===== config.mk =====
export PLATFORM = sky130hd
export DESIGN_NAME = pipe_hazard_ctrl
export DESIGN_NICKNAME = d
export VERILOG_FILES = /design/src/rtl/pipe_hazard_ctrl_pkg.sv /design/src/rtl/pipe_hazard_ctrl_sat_counter.sv /design/src/rtl/pipe_hazard_ctrl.sv
export SDC_FILE = /design/constraint.sdc
export NUM_CORES = 1
export LEC_CHECK = 0
export CELL_PAD_IN_SITES_DETAIL_PLACEMENT = 0
export CELL_PAD_IN_SITES_GLOBAL_PLACEMENT = 1
export CORE_UTILIZATION = 25
export DETAILED_ROUTE_END_ITERATION = 8
export GPL_ROUTABILITY_DRIVEN = 0
export GPL_TIMING_DRIVEN = 1
export PLACE_DENSITY_LB_ADDON = 0.1
export SLEW_MARGIN = 40
export SYNTH_ARGS = -nofsm -noshare
export SYNTH_HDL_FRONTEND = slang
export SYNTH_SLANG_ARGS = --single-unit

===== constraint.sdc =====
create_clock -name clk -period 4.75 [get_ports clk]
set_input_delay 0.95 -clock clk [delete_from_list [all_inputs] [get_ports clk]]
set_output_delay 0.95 -clock clk [all_outputs]
set_load 0.1 [all_outputs]

===== src/rtl/pipe_hazard_ctrl_pkg.sv =====
// Shared types and constants for the pipeline hazard controller.
package pipe_hazard_ctrl_pkg;

  localparam int unsigned REG_W     = 4;
  localparam int unsigned CNT_W     = 16;
  localparam int unsigned DRAIN_CYC = 3;
  localparam int unsigned DRAIN_W   = 2;

  localparam logic [REG_W-1:0] ZERO_REG = 4'd0;

  typedef enum logic [1:0] {
    RUN        = 2'd0,
    HALT_DRAIN = 2'd1,
    HALTED     = 2'd2
  } state_t;

endpackage


===== src/rtl/pipe_hazard_ctrl_sat_counter.sv =====
// Saturating up-counter with synchronous clear and increment enable.
module sat_counter #(
  parameter int unsigned W = 16
) (
  input  logic         clk,
  input  logic         clr_i,
  input  logic         en_i,
  output logic [W-1:0] cnt_o
);

  logic [W-1:0] cnt_q;
  logic [W-1:0] cnt_d;

  // Next value: hold at all-ones once reached.
  always_comb begin
    cnt_d = cnt_q;
    if (en_i && (cnt_q != {W{1'b1}})) begin
      cnt_d = cnt_q + W'(1);
    end
  end

  // Count register, cleared synchronously.
  always_ff @(posedge clk) begin
    if (clr_i) begin
      cnt_q <= '0;
    end else begin
      cnt_q <= cnt_d;
    end
  end

  assign cnt_o = cnt_q;

endmodule


===== src/rtl/pipe_hazard_ctrl.sv =====
// Stall/flush/halt sequencer for the 5-stage pipeline.
module pipe_hazard_ctrl
  import pipe_hazard_ctrl_pkg::*;
(
  input  logic             clk,
  input  logic             rst,
  input  logic             id_valid,
  input  logic [REG_W-1:0] id_src1,
  input  logic [REG_W-1:0] id_src2,
  input  logic             id_src1_use,
  input  logic             id_src2_use,
  input  logic             id_jr,
  input  logic [REG_W-1:0] id_jr_reg,
  input  logic             id_hlt,
  input  logic [REG_W-1:0] ex_dst,
  input  logic             ex_we,
  input  logic             ex_mem_re,
  input  logic             ex_br_taken,
  output logic             stall_pc,
  output logic             stall_if_id,
  output logic             flush_if_id,
  output logic             bubble_id_ex,
  output logic             jr_redirect,
  output logic             halted,
  output logic [CNT_W-1:0] stall_cnt,
  output logic [CNT_W-1:0] flush_cnt
);

  state_t             state_q;
  state_t             state_d;
  logic [DRAIN_W-1:0] drain_q;
  logic [DRAIN_W-1:0] drain_d;
  logic               lu_c;
  logic               src_hit_c;

  // Load-use: only a load in EX is too late for forwarding; r0 never hazards.
  always_comb begin
    src_hit_c = (id_src1_use && (id_src1 == ex_dst)) ||
                (id_src2_use && (id_src2 == ex_dst)) ||
                (id_jr       && (id_jr_reg == ex_dst));
    lu_c      = ex_mem_re && ex_we && (ex_dst != ZERO_REG) && id_valid && src_hit_c;
  end

  // State and drain counter registers.
  always_ff @(posedge clk) begin
    if (rst) begin
      state_q <= RUN;
      drain_q <= '0;
    end else begin
      state_q <= state_d;
      drain_q <= drain_d;
    end
  end

  // Next-state and pipeline control; everything is quiet while in reset.
  always_comb begin
    state_d      = state_q;
    drain_d      = drain_q;
    stall_pc     = 1'b0;
    stall_if_id  = 1'b0;
    flush_if_id  = 1'b0;
    bubble_id_ex = 1'b0;
    jr_redirect  = 1'b0;
    halted       = 1'b0;
    if (!rst) begin
      unique case (state_q)
        RUN: begin
          if (ex_br_taken) begin
            flush_if_id  = 1'b1;
            bubble_id_ex = 1'b1;
          end else if (lu_c) begin
            stall_pc     = 1'b1;
            stall_if_id  = 1'b1;
            bubble_id_ex = 1'b1;
          end else if (id_valid && id_jr) begin
            jr_redirect  = 1'b1;
            flush_if_id  = 1'b1;
          end else if (id_valid && id_hlt) begin
            stall_pc     = 1'b1;
            flush_if_id  = 1'b1;
            state_d      = HALT_DRAIN;
            drain_d      = DRAIN_W'(DRAIN_CYC);
          end
        end
        HALT_DRAIN: begin
          stall_pc    = 1'b1;
          flush_if_id = 1'b1;
          if (drain_q <= DRAIN_W'(1)) begin
            state_d = HALTED;
            drain_d = '0;
          end else begin
            drain_d = drain_q - DRAIN_W'(1);
          end
        end
        HALTED: begin
          halted      = 1'b1;
          stall_pc    = 1'b1;
          flush_if_id = 1'b1;
        end
        default: begin
          state_d = RUN;
        end
      endcase
    end
  end

  logic stall_inc_c;
  logic flush_inc_c;

  // Performance events count only in RUN.
  always_comb begin
    stall_inc_c = stall_pc && (state_q == RUN);
    flush_inc_c = flush_if_id && (state_q == RUN);
  end

  sat_counter #(.W(CNT_W)) u_stall_cnt (
    .clk   (clk),
    .clr_i (rst),
    .en_i  (stall_inc_c),
    .cnt_o (stall_cnt)
  );

  sat_counter #(.W(CNT_W)) u_flush_cnt (
    .clk   (clk),
    .clr_i (rst),
    .en_i  (flush_inc_c),
    .cnt_o (flush_cnt)
  );

endmodule


== Word-level counts from Yosys, hierarchy flattened ==
Index checks and enable logic that the tools add are counted.
Storage, ports and cells
  flip-flop bits (word level): 36
  output and inout bits: 38
Cells by class
  bitwise gates (word level): 1
  reductions and logical operators: 21
  magnitude comparators: 1
  equal/unequal tests: 12
  add/sub/neg operators: 3
  muxes and demuxes: 37
Operators by type and width (count)
  16-bit by 1-bit adder with 16-bit output, second input constant: 2
  16-bit != test, second input constant: 2
  1-bit two-way mux: 23
  2-bit two-way mux: 10
  1-bit logical AND: 13
  4-bit equality test: 3
  2-bit != test, second input constant: 5
  2-bit case mux with 3 select lines: 1
  6-bit AND reduction: 1
  5-bit AND reduction: 1
  1-bit case mux with 2 select lines: 2
  2-bit case mux with 2 select lines: 1
  4-bit nonzero test: 1
  2-bit by 1-bit equality test with 1-bit output, second input constant: 1
  2-bit equality test, second input constant: 1
  2-bit by 1-bit <= comparator with 1-bit output, second input constant: 1
  2-bit zero test: 1
  1-bit logical OR: 2
  2-bit nonzero test: 1
  2-bit OR reduction: 1
  2-bit by 1-bit subtractor with 2-bit output, second input constant: 1
  1-bit inverter: 1

== Logic depth before layout (Yosys ltp) ==
  depth after elaboration: 11
  gate-level depth with buffers: 10
  depth with buffers taken out: 8

== Modules after synthesis ==
From an unflattened synthesis, not the netlist that was laid out.
Unflattened totals
  cells, all modules: 283
  area total of the unflattened synthesis: 2362.3 µm²
By module, submodules not included
  sat_counter: area an instance 848.3 µm², cells an instance 99, sequential area each 320.3 µm², times used 2
  pipe_hazard_ctrl: area an instance 665.6 µm², cells an instance 85, sequential area each 80.1 µm², times used 1

== Least setup slack after synthesis ==
No wires, ideal clock.
  path kind: input port to output port
  start point: input ex_dst[1]
  end point: output jr_redirect
  required time: 3.800 ns
  path slack: -1.050 ns
  data arrival time: 4.850 ns
  buffers on the path: 0
  cell stages on the path: 5
  cell sequence: or4_1 nand4_1 o32a_1 nand2_1 nor4_1
On the way
  word-level cells in the longest chain between the ends: 9
  elaborated cells between the ends (all ways): 16
  those cells by class: eq/ne: 3; mux: 4; reduce/logical: 9
RTL lines
  start, declared: line pipe_hazard_ctrl.sv:15  | input logic [REG_W-1:0] ex_dst,
  4-bit equality test, on equally long branches: line pipe_hazard_ctrl.sv:38, pipe_hazard_ctrl.sv:39
  1-bit logical AND, on equally long branches: line pipe_hazard_ctrl.sv:38, pipe_hazard_ctrl.sv:39
  1-bit logical OR: line pipe_hazard_ctrl.sv:38  | src_hit_c = (id_src1_use && (id_src1 == ex_dst)) ||
  1-bit logical OR: line pipe_hazard_ctrl.sv:39  | (id_src2_use && (id_src2 == ex_dst)) ||
  1-bit logical AND (*): line pipe_hazard_ctrl.sv:41  | lu_c = ex_mem_re && ex_we && (ex_dst != ZERO_REG) && id_valid && src_hit_c;
  1-bit two-way mux (*): line pipe_hazard_ctrl.sv:71  | end else if (lu_c) begin
  1-bit two-way mux (*): line pipe_hazard_ctrl.sv:68  | if (ex_br_taken) begin
  1-bit two-way mux (*): line pipe_hazard_ctrl.sv:66  | unique case (state_q)
  1-bit two-way mux (*): line pipe_hazard_ctrl.sv:65  | if (!rst) begin
  end, declared: line pipe_hazard_ctrl.sv:23  | output logic jr_redirect,
Every way passes the cells marked *; elsewhere a longest branch is shown, timed or not.

== Worst setup path in the final report ==
  start point: input ex_dst[1]
  end point: output flush_if_id
On the way
  word-level cells in the longest chain between the ends: 9
  elaborated cells between the ends (all ways): 16
  those cells by class: eq/ne: 3; mux: 4; reduce/logical: 9
RTL lines
  4-bit equality test, on equally long branches: line pipe_hazard_ctrl.sv:38, pipe_hazard_ctrl.sv:39
  1-bit logical AND, on equally long branches: line pipe_hazard_ctrl.sv:38, pipe_hazard_ctrl.sv:39
  1-bit logical OR: line pipe_hazard_ctrl.sv:38
  1-bit logical OR: line pipe_hazard_ctrl.sv:39
  1-bit logical AND (*): line pipe_hazard_ctrl.sv:41
  1-bit two-way mux (*): line pipe_hazard_ctrl.sv:71
  1-bit two-way mux (*): line pipe_hazard_ctrl.sv:68
  1-bit case mux with 2 select lines (*): line pipe_hazard_ctrl.sv:66
  1-bit two-way mux (*): line pipe_hazard_ctrl.sv:65
  end, declared: line pipe_hazard_ctrl.sv:21  | output logic flush_if_id,
Marks and branches as above.

==> metrics.txt <==
ant diodes 0; Finished Cell Area 0.00324 sq mm; share of the synthesized area in the top cell type between 20% and 30%; Top Ports 64; Rows 36; Layout Utilization around a third; WP data required between 3 and 4 ns; CP Cell Sequence clkdlybuf4s50_1 > or4_1 > and2_4 > nand4_1 > nand2_1 > o21ai_0 > nor3b_2 > buf_12; FILL cells 1049; Worst VDD drop about 0.11 mV; EDFF count, synth 0; first-pass GRT wire length between 10000 and 15000 um; slowest stage delay, CP 0.63 ns; Via density around 5; endpoints failing hold 0; Die H just over 100 um; # setup viols final 0; total gr overflow 0; register area share after synthesis slightly below 30%; vias in the first global route approximately 2400; FF+latch count, synth 36; Worst Path Arrival ~3.3 ns; Syn Nets roughly 330; most frequent cells in the layout dfxtp_1, buf_2, clkdlybuf4s50_1; Pins Over Slew Limit 0; DRT Pass-1 Iters 4; post_cts resized 0; CP top delay family simple AND/OR/NAND/NOR gates; later-pin clock latency in the skew report approximately 0.29 ns; Critical-path top delay cell or4_1; Horiz. Die Dim 102 um; r2r setup slk 2.15 ns; initial cell density of the core between 20% and 30%; CTS Sinks 36; final period utilization around nine tenths; routed length per instance about 15 um; CTS tree built; Post-CTS Setup Inserts 0; commonest non-fill, non-tap cell in the layout dfxtp_1; outcome finished, final reports clean; CTS Buf Count 5; clock skew between 0.009 and 0.01 ns; max-cap violation count 0; Cells after Synth 302; HP Class flop to flop; clock-pin slew on the worst setup and hold paths around 0.070 ns; CTS root buffer clkbuf_8; CP Launch Type input port; Async S/R FF share, synth 0%; vias 2457; Hold WS between 0.5 and 0.6 ns; Bufs on Longest Clock Path 2; Total GRT Usage about 15%; crit path time final about 4.2 ns; Main synth FF type dfxtp_1; FF+latch area approximately 720 sq um; Synth Area per Inst slightly above 8 sq um; Slew @ Worst Pin around 0.80 ns; post-route ant nets 0; Worst slew margin between 40% and 50%; buffers added on ports between 60 and 70; Pwr Density 232 mW/mm^2; layout cell share with drive strength beyond 1 about a quarter; top cells by area in the synthesized netlist dfxtp_1, nand4_1, o311ai_0; antenna violations before repair 0; DP Area around 0.0031 sq mm; total wire length 7300 um; fmax approximately 0.24 GHz; htree depth 2; TNS Setup 0 ns; total power approximately 0.00075 W; area delta synth->final 30.3%; worst-path fanout max 6; area of the multi-input gates 0.00169 sq mm; Crit path buffers/inverters 2; leakage power approximately 1.3 nW; post-synth top area cell dfxtp_1; CTS Hold Buffers Added 0; dpl hpwl 5230 um; Netlist cell types between 40 and 50; RSZ-0062 raised after global routing no; DR iter-0 viols between 70 and 80; die area 0.0103 sq mm; WS Path Type input port to output port; core area 0.00968 sq mm; CP Capture Type output port; nets@finish 389; largest net degree at the start of global routing 43; mapped cell area 0.00248 sq mm; Yosys warnings 0; drt drc 0
[metrics by stage]
| step | std cells | setup WS [ns] |
|---|---|---|
| CTS | 491 | 0.542 |
| detailed placement | 483 | 0.546 |
| global placement | 483 | 0.591 |
| finish | 491 | 0.548 |
| floorplan | 302 | 0.0952 |
| global route | 491 | 0.338 |
[path summary, 6_finish.rpt]
check / from / end / cells past startpoint
worst min-delay path: state_q[1] / state_q[1] / 2
worst max register to register: state_q[0] / u_stall_cnt.cnt_o[12] / 8
worst max-delay path: ex_dst[1] / flush_if_id / 8
worst min register to register: state_q[1] / state_q[1] / 2
[synthesized netlist by cell type (all sizes together) (3+ instances only)]
| library cell | number |
|---|---|
| a21oi | 5 |
| a31oi | 5 |
| and2 | 4 |
| and3 | 9 |
| buf | 4 |
| clkbuf | 15 |
| dfxtp | 36 |
| ha | 6 |
| inv | 6 |
| mux2 | 11 |
| mux2i | 4 |
| nand2 | 21 |
| nand2b | 6 |
| nand3 | 9 |
| nand4 | 22 |
| nor2 | 24 |
| nor2b | 14 |
| nor3 | 5 |
| nor4 | 7 |
| o211ai | 3 |
| o21ai | 5 |
| o21bai | 4 |
| o311ai | 16 |
| o41ai | 15 |
| or2 | 15 |
| xnor2 | 9 |
| xor2 | 4 |
[kinds of logic (layout without fill, tap and decap cells)]
family	after synthesis	count (layout)	share of synthesized area [%]
AND/OR/NAND/NOR	143	143	31.7
AO/OA/AOI/OAI	64	64	20.8
flip-flops	36	36	29.0
buffers and inverters	25	81	4.23
multiplexers	15	15	6.60
XOR/XNOR	13	13	4.59
adder cells (fa/ha/maj)	6	6	3.02
[routing by layer]
metal / vias to the layer above / global-route usage, % / share of wire (%)
met5: - / 0 / 0
met4: 0 / 2.79 / 0.37
met3: 2 / 2.48 / 3.8
met2: 48 / 24.0 / 45
met1: 1145 / 21.0 / 51
li1: 1262 / - / -
[worst register-to-register path, delay by kind of cell, from the launching register on]
kind,cells,cell delay (ns)
and+or+nand+nor,3,0.73
DFF,1,0.33
adders and majority gates,1,0.26
AOI/OAI and AO/OA,3,1.06
buffers and inverters,1,0.11
[final cells by class]
type	instances	share of cell area, %
sequential	36	22.3
clock inverter	2	0.309
clock buffer	6	2.55
inverter	6	0.696
timing repair buffer	67	16.9
multi-input combinational	241	52.1
tap	133	5.14
[state kept, by name (all words and copies together), names as in the netlist]
signal	cells
u_flush_cnt.cnt_o	16
u_stall_cnt.cnt_o	16
state_q	2
drain_q	2
[where the power goes]
| group | switching (W) | internal (W) | total (W) |
|---|---|---|---|
| logic | 0.000135 | 0.0000649 | 0.000199 |
| clock network | 0.000114 | 0.000116 | 0.000230 |
| registers | 0.0000102 | 0.000309 | 0.000320 |
Note: power is estimated with default switching activity, not from simulation.
